--- src/rtl/spdif_encoder.sv ---
// S/PDIF (IEC 60958) biphase-mark transmitter with 192-frame block framing.
// Define SPDIF_TX_CHSTAT_EN to insert channel-status bits from cs_word.
module spdif_encoder #(
    parameter int CLK_DIV = 4
) (
    input  logic        clk_in,
    input  logic        reset,
    input  logic        enable,
    input  logic [23:0] sample_left,
    input  logic [23:0] sample_right,
    input  logic        sample_valid,
    output logic        sample_ready,
    input  logic [31:0] cs_word,
    output logic        spdif_out,
    output logic        block_start,
    output logic        underrun
);
    localparam int UI_W = $clog2(CLK_DIV);

    localparam logic [7:0] PRE_B = 8'b11101000;
    localparam logic [7:0] PRE_M = 8'b11100010;
    localparam logic [7:0] PRE_W = 8'b11100100;

    logic [UI_W-1:0] ui_cnt;
    logic [5:0]      slot;
    logic            half;
    logic [7:0]      frame;
    logic            buf_full;
    logic [23:0]     buf_l;
    logic [23:0]     buf_r;
    logic [23:0]     aud_l;
    logic [23:0]     aud_r;
    logic            v_bit;
    logic            pre_lvl;

    logic            tick;
    logic            frame_start;
    logic            right;
    logic            pre_ui;
    logic [4:0]      sub_slot;
    logic [2:0]      pre_idx;
    logic [7:0]      pre_pat;
    logic [23:0]     aud;
    logic            c_bit;
    logic            p_bit;
    logic [31:0]     cells;
    logic            cell_bit;
    logic            nxt_out;

    assign sample_ready = ~buf_full;
    assign tick         = enable && (ui_cnt == UI_W'(CLK_DIV - 1));
    assign right        = slot[5];
    assign sub_slot     = slot[4:0];
    assign frame_start  = tick && (slot == 6'd0) && !half;
    assign pre_ui       = sub_slot < 5'd4;
    assign pre_idx      = {sub_slot[1:0], half};

`ifdef SPDIF_TX_CHSTAT_EN
    logic [31:0] cs_reg;

    always_ff @(posedge clk_in or posedge reset) begin
        if (reset) begin
            cs_reg <= '0;
        end else if (frame_start && frame == 8'd0) begin
            cs_reg <= cs_word;
        end
    end

    assign c_bit = (frame < 8'd32) ? cs_reg[frame[4:0]] : 1'b0;
`else
    logic unused_cs;
    assign unused_cs = ^cs_word;
    assign c_bit     = 1'b0;
`endif

    // Cell vector indexed by sub-slot: preamble slots 0-3 are don't-care.
    assign aud      = right ? aud_r : aud_l;
    assign p_bit    = ^{c_bit, v_bit, aud};
    assign cells    = {p_bit, c_bit, 1'b0, v_bit, aud, 4'b0000};
    assign cell_bit = cells[sub_slot];

    always_comb begin
        pre_pat = PRE_M;
        unique case (1'b1)
            right:                         pre_pat = PRE_W;
            !right && (frame == 8'd0):     pre_pat = PRE_B;
            !right && (frame != 8'd0):     pre_pat = PRE_M;
            default:                       pre_pat = PRE_M;
        endcase
    end

    always_comb begin
        nxt_out = spdif_out;
        unique case (1'b1)
            pre_ui && (pre_idx == 3'd0):
                nxt_out = pre_pat[7] ^ spdif_out;
            pre_ui && (pre_idx != 3'd0):
                nxt_out = pre_pat[3'd7 - pre_idx] ^ pre_lvl;
            !pre_ui && !half:
                nxt_out = ~spdif_out;
            !pre_ui && half:
                nxt_out = cell_bit ? ~spdif_out : spdif_out;
            default:
                nxt_out = spdif_out;
        endcase
    end

    always_ff @(posedge clk_in or posedge reset) begin
        if (reset) begin
            ui_cnt      <= '0;
            slot        <= '0;
            half        <= 1'b0;
            frame       <= '0;
            buf_full    <= 1'b0;
            buf_l       <= '0;
            buf_r       <= '0;
            aud_l       <= '0;
            aud_r       <= '0;
            v_bit       <= 1'b0;
            pre_lvl     <= 1'b0;
            spdif_out   <= 1'b0;
            block_start <= 1'b0;
            underrun    <= 1'b0;
        end else begin
            block_start <= 1'b0;
            underrun    <= 1'b0;
            if (sample_valid && sample_ready) begin
                buf_full <= 1'b1;
                buf_l    <= sample_left;
                buf_r    <= sample_right;
            end
            if (!enable) begin
                ui_cnt    <= '0;
                slot      <= '0;
                half      <= 1'b0;
                frame     <= '0;
                spdif_out <= 1'b0;
            end else begin
                ui_cnt <= tick ? '0 : ui_cnt + 1'b1;
                if (tick) begin
                    spdif_out <= nxt_out;
                    if (pre_ui && pre_idx == 3'd0) begin
                        pre_lvl <= spdif_out;
                    end
                    half <= ~half;
                    if (half) begin
                        slot <= slot + 6'd1;
                        if (slot == 6'd63) begin
                            frame <= (frame == 8'd191) ? 8'd0 : frame + 8'd1;
                        end
                    end
                end
                // Pair hand-off happens once per frame, at UI 0 of the left subframe.
                if (frame_start) begin
                    block_start <= (frame == 8'd0);
                    if (buf_full) begin
                        aud_l    <= buf_l;
                        aud_r    <= buf_r;
                        v_bit    <= 1'b0;
                        buf_full <= 1'b0;
                    end else begin
                        aud_l    <= '0;
                        aud_r    <= '0;
                        v_bit    <= 1'b1;
                        underrun <= 1'b1;
                    end
                end
            end
        end
    end

endmodule

--- config.mk ---
export PLATFORM = sky130hd
export DESIGN_NAME = spdif_encoder
export DESIGN_NICKNAME = d
export VERILOG_FILES = /design/src/rtl/spdif_encoder.sv
export SDC_FILE = /design/constraint.sdc
export NUM_CORES = 1
export LEC_CHECK = 0
export CORE_MARGIN = 5
export CORE_UTILIZATION = 55
export CTS_BUF_LIST = sky130_fd_sc_hd__clkbuf_2 sky130_fd_sc_hd__clkbuf_4 sky130_fd_sc_hd__clkbuf_8
export DETAILED_ROUTE_END_ITERATION = 12
export GPL_TIMING_DRIVEN = 1
export PLACE_DENSITY = 0.88
export SLEW_MARGIN = 40
export SYNTH_ARGS = -nofsm -noshare
export SYNTH_HDL_FRONTEND = slang
export SYNTH_SLANG_ARGS = --single-unit
--- constraint.sdc ---
create_clock -name clk_in -period 5.65 [get_ports clk_in]
set_clock_uncertainty 0.05 [all_clocks]
set_input_delay 1.13 -clock clk_in [delete_from_list [all_inputs] [get_ports clk_in]]
set_output_delay 1.13 -clock clk_in [all_outputs]
set_load 0.03 [all_outputs]
==> out/results.ini, run 1 <==
[outcome]
status=finished clean

[clock_tree]
cts_resized=0
insertion_delay_ns=0.46
cts_tree=done
h-tree-depth=4
hold_buffers=0
cts_root_buf=clkbuf_8
cts_setup_buffers=0
numCtsBuffers=17
clk_pin_slew_ns=0.07
cts_sinks=119
clockBufferDepth=2

[min_path]
min_delay_path_depth=1
hold_class=reg -> reg

[cells_and_area]
drive_gt1_frac=0.179
finalInstanceArea_um2=6950
mostFrequentLayoutCells=dfrtp_1 (117), nand2_1 (114), nand3_1 (58), clkdlybuf4s50_1 (55), mux2_2 (54)
areaGrowthSynthToFinish_pct=19.2
final_common_cell=dfrtp_1
num_antenna_cells=0
fin_nets=681

[run]
cap_viol_max_count=0

[timing]
fin_setup_tns_ns=0
fin_crit_ns=3.15
setup_violations=0
rsz0062_at_grt=no
tightest_slew_ns=0.659
max_freq_ghz=0.318
hold_slack_ns=0.397
slew_violations=0
slew_headroom=0.561
hold_viol=0
period_share=0.557

[pwr]
leakagePower_nw=3.15
clkPwrFrac=0.266
power.total_w=0.00331
power_frac_comb=0.294
p_sw_frac=0.328
p_sw_w=0.00109
p_per_area_nw_per_um2=477
vdd_drop_max_uv=351
pwr-share-seq=0.440
internal_power_w=0.00223

[synthesis]
yosysWarnings=0
seq_area_frac_synth=0.511
synth_nets=634
synth.avg_cell_area_um2=10.7
synth-seq-cells=119
syn_inst=545
ys_types=42
netlist_area_um2=5830

[floorplan]
die_area_um2=12800
ioPinCount=88
initial_core_util=0.565
coreArea_um2=10300
die_h_um=113
rows=37
fp.dieW_um=113

[grt]
grt_pass1_wl_mm=22.3
antenna_found_initial=0
grt_max_degree=77
grt_pass1_vias=4579
grt-ovfl-total=0
grt_usage=0.222

[routing]
met2WireLength_mm=6.80
firstDrtPassIters=4
via_count=4223
drc=0
routedWlPerCell_um=17.8
viasPerCell=5.70
met3_length_um=715
wirelength_mm=13.2
ant_nets=0
wl_met1_mm=5.07
drtIter0Drc=319
highest_layer=met4

[critical_path]
critPathCaptureType=register
critPathLaunchType=input pin
reg2reg_slack_ns=2.56
ff2ff_path_depth=8
cp_data_arrival_time_ns=3.49
worst-setup-path-type=in -> reg
required_ns=5.99
cp_max_fo=26

[placed_design]
gp_congestion=0.871
placed_area_um2=6480
dp_hpwl_mm=8.87
io_buffers=55

state kept, by name, indices dropped and copies added (netlist names):
register     cells
aud_l           24
aud_r           24
block_start      1
buf_full         1
buf_l           24
buf_r           24
frame            8
half             1
pre_lvl          1
slot             6
spdif_out        1
ui_cnt           2
underrun         1
v_bit            1
synth_stat cells:
cell         n  area [um^2]
or3b_1       1         8.76
xnor2_1     20          175
buf_4        2         15.0
o211ai_1     2         15.0
a21boi_0     2         15.0
o31a_1       1         8.76
mux4_2       6          135
nor3_1       6         30.0
buf_1        1         3.75
o21ai_0      9         45.0
nand3_1     58          290
nor4b_1      1         8.76
nor2b_1      7         43.8
a2111oi_2    1         15.0
mux2_2      54          608
mux2i_1     21          210
inv_1        7         26.3
nand2_1    114          428
or4_1        1         7.51
and2_1       7         43.8
nand2b_1     3         18.8
a221oi_1     2         17.5
a222oi_1     1         10.0
or3_4        2         22.5
ha_1         5         62.6
xor2_1      25          219
nand4_1      2         12.5
a31oi_1      2         12.5
o31ai_1      1         7.51
nor3b_2      1         12.5
dfrtp_1    119         2980
and3_1       4         25.0
nor2_1       9         33.8
a22oi_1      2         15.0
clkbuf_1    17         63.8
a21o_1       2         15.0
buf_2       11         55.1
o311a_1      1         10.0
buf_6        4         45.0
and2_0       2         12.5
nand3b_1     1         7.51
a21oi_1      8         40.0
layer usage:
layer | GRT usage | up-vias
li1 | - | 1955
met1 | 0.254 | 2079
met2 | 0.374 | 143
met3 | 0.0626 | 46
met4 | 0.121 | 0
met5 | 0 | -
power groups by stage:
stage	clock [W]	combinational (W)	sequential, W
2_1_floorplan	0	0.000794	0.00135
3_3_place_gp	0	0.000895	0.00144
3_5_place_dp	0	0.000960	0.00146
4_1_cts	0.000888	0.000982	0.00145
5_1_grt	0.000931	0.00109	0.00150
6_report	0.000882	0.000973	0.00146
per-stage QoR:
stage,utilization,std cells,setup slack (ns)
floorplan,-,545,1.31
global placement,0.622,706,1.74
detailed placement,0.628,708,1.73
CTS,0.672,740,2.16
global route,0.673,741,2.34
finish,0.673,741,2.50
worst max-delay path, stage by stage:
cell and delay, ns:
clkdlybuf4s50_1 0.78, nand2_1 0.11, or3_4 0.37, nor3b_4 0.45, buf_4 0.38, nand3_1 0.14, nand2_1 0.12
final cells by class:
cell class / count / area [um^2]
well taps: 136 / 170
inverters: 7 / 31.3
clock buffers: 19 / 262
fillers: 695 / 3370
multi-input cells: 384 / 2660
clock inverters: 13 / 195
flip-flops and latches: 119 / 2980
repair buffers: 63 / 654
final timing paths:
| check | from | to |
|---|---|---|
| max | enable | aud_r[1] |
| min | ui_cnt[0] | ui_cnt[0] |
| max reg2reg | slot[5] | spdif_out |
| min reg2reg | ui_cnt[0] | ui_cnt[0] |
| max in group asynchronous | reset | slot[5] |
| min in group asynchronous | reset | ui_cnt[0] |
cell families after synthesis:
logic type / Yosys count / share of synthesized area
fa+ha+maj: 5 / 0.0107
simple gates: 219 / 0.173
buf+inv: 42 / 0.0358
compound gates: 34 / 0.0388
mux: 81 / 0.164
flops: 119 / 0.511
xor+xnor: 45 / 0.0676
(Power assumes the default switching activity.)
==> run 2, diff against run 1 <==
--- a/config.mk
+++ b/config.mk
@@ -6,11 +6,11 @@
 export NUM_CORES = 1
 export LEC_CHECK = 0
 export CORE_MARGIN = 5
-export CORE_UTILIZATION = 55
+export CORE_UTILIZATION = 51
 export CTS_BUF_LIST = sky130_fd_sc_hd__clkbuf_2 sky130_fd_sc_hd__clkbuf_4 sky130_fd_sc_hd__clkbuf_8
 export DETAILED_ROUTE_END_ITERATION = 12
 export GPL_TIMING_DRIVEN = 1
-export PLACE_DENSITY = 0.88
+export PLACE_DENSITY = 0.86
 export SLEW_MARGIN = 40
 export SYNTH_ARGS = -nofsm -noshare
 export SYNTH_HDL_FRONTEND = slang
==> constraint.sdc (replaced) <==
create_clock -name clk_in -period 2.8 [get_ports clk_in]
set_clock_uncertainty 0.05 [all_clocks]
set_input_delay 0.56 -clock clk_in [delete_from_list [all_inputs] [get_ports clk_in]]
set_output_delay 0.56 -clock clk_in [all_outputs]
set_load 0.03 [all_outputs]
==> out/results.ini, run 2 (synthesis results as in run 1) <==
[routing]
drc=0  ; unchanged
drtIter0Drc=350  ; +9.7%
routedWlPerCell_um=16.3  ; -8.2%
via_count=4172  ; -1.2%
firstDrtPassIters=6  ; +2
wirelength_mm=12.2  ; -7.3%
ant_nets=0  ; unchanged
viasPerCell=5.57  ; -2.3%

[placed_design]
placed_area_um2=6540  ; +0.91%
gp_congestion=0.883  ; +1.4%
dp_hpwl_mm=8.66  ; -2.4%
io_buffers=55  ; unchanged
pre_cts_slack_ns=0.213  ; -1.51 ns

[clock_tree]
cts_root_buf=clkbuf_8
hold_buffers=0  ; unchanged
clk_pin_slew_ns=0.06  ; about the same
insertion_delay_ns=0.44  ; -0.02 ns
numCtsBuffers=17  ; unchanged
cts_sinks=119  ; unchanged
clockBufferDepth=2  ; unchanged
cts_tree=done
cts_setup_buffers=0  ; unchanged
cts_resized=0  ; unchanged
h-tree-depth=4  ; unchanged

[min_path]
hold_class=reg -> reg
min_delay_path_depth=1  ; unchanged
hold_path_end=ui_cnt[0]
min_from=ui_cnt[0]

[timing]
fin_setup_tns_ns=0  ; unchanged
fin_crit_ns=2.52
hold_viol=0  ; unchanged
period_share=0.901
max_freq_ghz=0.397
tightest_slew_ns=0.516  ; -0.143 ns
setup_violations=0  ; unchanged
finalWorstSetupSlack_ns=0.278  ; -2.22 ns
slew_headroom=0.653  ; +0.0919
rsz0062_at_grt=no
slew_violations=0  ; unchanged

[critical_path]
r2r_start=slot[5]
critPathLaunchType=register
required_ns=3.07  ; -2.92 ns
critPathCaptureType=register
r2r_end=spdif_out
worst-setup-path-type=reg -> reg
slowest_stage=mux2_2
reg2reg_slack_ns=0.28  ; -2.28 ns
crit_chain=buf_12 > mux2_2 > a221oi_1 > a221oi_1 > a2111oi_2 > nor2_1 > a21oi_1 > mux2_2
cp_max_fo=38  ; +46%
cp_data_arrival_time_ns=2.79  ; -0.70 ns
ff2ff_path_depth=8  ; unchanged
critPathMaxStageDelay_ns=0.38  ; -0.40 ns

[outcome]
status=finished clean

[floorplan]
coreArea_um2=11300  ; +9.7%
fp.dieW_um=117  ; +3.5%
initial_core_util=0.515  ; -0.0497
ioPinCount=88  ; unchanged
rows=39  ; +5.4%
die_h_um=117  ; +3.5%
die_area_um2=13700  ; +7.1%

[grt]
grt-ovfl-total=0  ; unchanged
grt_max_degree=77  ; unchanged
grt_usage=0.199  ; -0.0223
grt_pass1_wl_mm=21.0  ; -6.2%
antenna_found_initial=0  ; unchanged
grt_pass1_vias=4298  ; -6.1%

[cells_and_area]
drive_gt1_frac=0.177  ; -0.00194
final_common_cell=dfrtp_1
fin_nets=684  ; +0.44%
areaGrowthSynthToFinish_pct=18.7
num_antenna_cells=0  ; unchanged
fin_util=0.611  ; -0.0617
mostFrequentLayoutCells=dfrtp_1 (119), nand2_1 (114), nand3_1 (58), clkdlybuf4s50_1 (55), mux2_2 (54)
finalInstanceArea_um2=6920  ; -0.40%
nFillCells=899  ; +29%

[pwr]
leakagePower_nw=3.14  ; -0.41%
vdd_drop_max_uv=517  ; +47%
p_per_area_nw_per_um2=922  ; +93%

[run]
cap_viol_max_count=0  ; unchanged

==> run 2: layout make-up <==
class / instances / area [um^2] / share of cell area
multi-input combinational: 384 / 2660 / 0.384
clock buffer: 22 / 284 / 0.0410
inverter: 7 / 30.0 / 0.00434
tap: 143 / 179 / 0.0258
clock inverter: 8 / 98.8 / 0.0143
sequential: 119 / 2980 / 0.430
timing repair buffer: 66 / 696 / 0.101
==> run 2: how the worst max path moves through the flow <==
| stage | start | end | slack [ns] | cells after the start |
|---|---|---|---|---|
| after floorplan | slot[0] | spdif_out | 0.52 | 9 |
| after global placement | enable | v_bit | 0.26 | 6 |
| after detailed placement | enable | v_bit | 0.21 | 7 |
| after CTS | slot[5] | spdif_out | 0.29 | 8 |
| after global routing | slot[5] | spdif_out | 0.09 | 8 |
| final | slot[5] | spdif_out | 0.28 | 8 |
==> run 2: per-layer routing <==
| metal | share of wire | GRT usage |
|---|---|---|
| met1 | 0.42 | 0.257 |
| met2 | 0.51 | 0.322 |
| met3 | 0.049 | 0.0545 |
| met4 | 0.021 | 0.0765 |
| met5 | 0 | 0 |
==> run 2: worst max-delay path: cells and delay by family (launching register included) <==
family / cells / cell delay, ns
AOI/OAI and AO/OA: 4 / 0.93
muxes: 2 / 0.73
DFF: 1 / 0.37
buffers and inverters: 1 / 0.24
and+or+nand+nor: 1 / 0.07
==> run 2: per-stage QoR <==
step | total power [W] | std cells | hold slack (ns)
detailed placement | 0.00491 | 719 | 0.383
global placement | 0.00477 | 719 | 0.371
finish | 0.00638 | 749 | 0.391
CTS | 0.00643 | 749 | 0.394
floorplan | 0.00432 | 545 | 0.359
global route | 0.00676 | 749 | 0.437
==> run 2: power breakdown <==
| group | switching [W] | internal [W] |
|---|---|---|
| Sequential | 0.000534 | 0.00236 |
| Clock | 0.000667 | 0.000854 |
| Combinational | 0.000867 | 0.00109 |
==> run 3, diff against run 2 <==
--- a/config.mk
+++ b/config.mk
@@ -8,6 +8,7 @@
 export CORE_MARGIN = 5
 export CORE_UTILIZATION = 51
 export CTS_BUF_LIST = sky130_fd_sc_hd__clkbuf_2 sky130_fd_sc_hd__clkbuf_4 sky130_fd_sc_hd__clkbuf_8
+export CTS_CLUSTER_SIZE = 25
 export DETAILED_ROUTE_END_ITERATION = 12
 export GPL_TIMING_DRIVEN = 1
 export PLACE_DENSITY = 0.86
==> results of run 3 <==
Same layout as run 2: the final DEF is identical, and so are final timing and power.
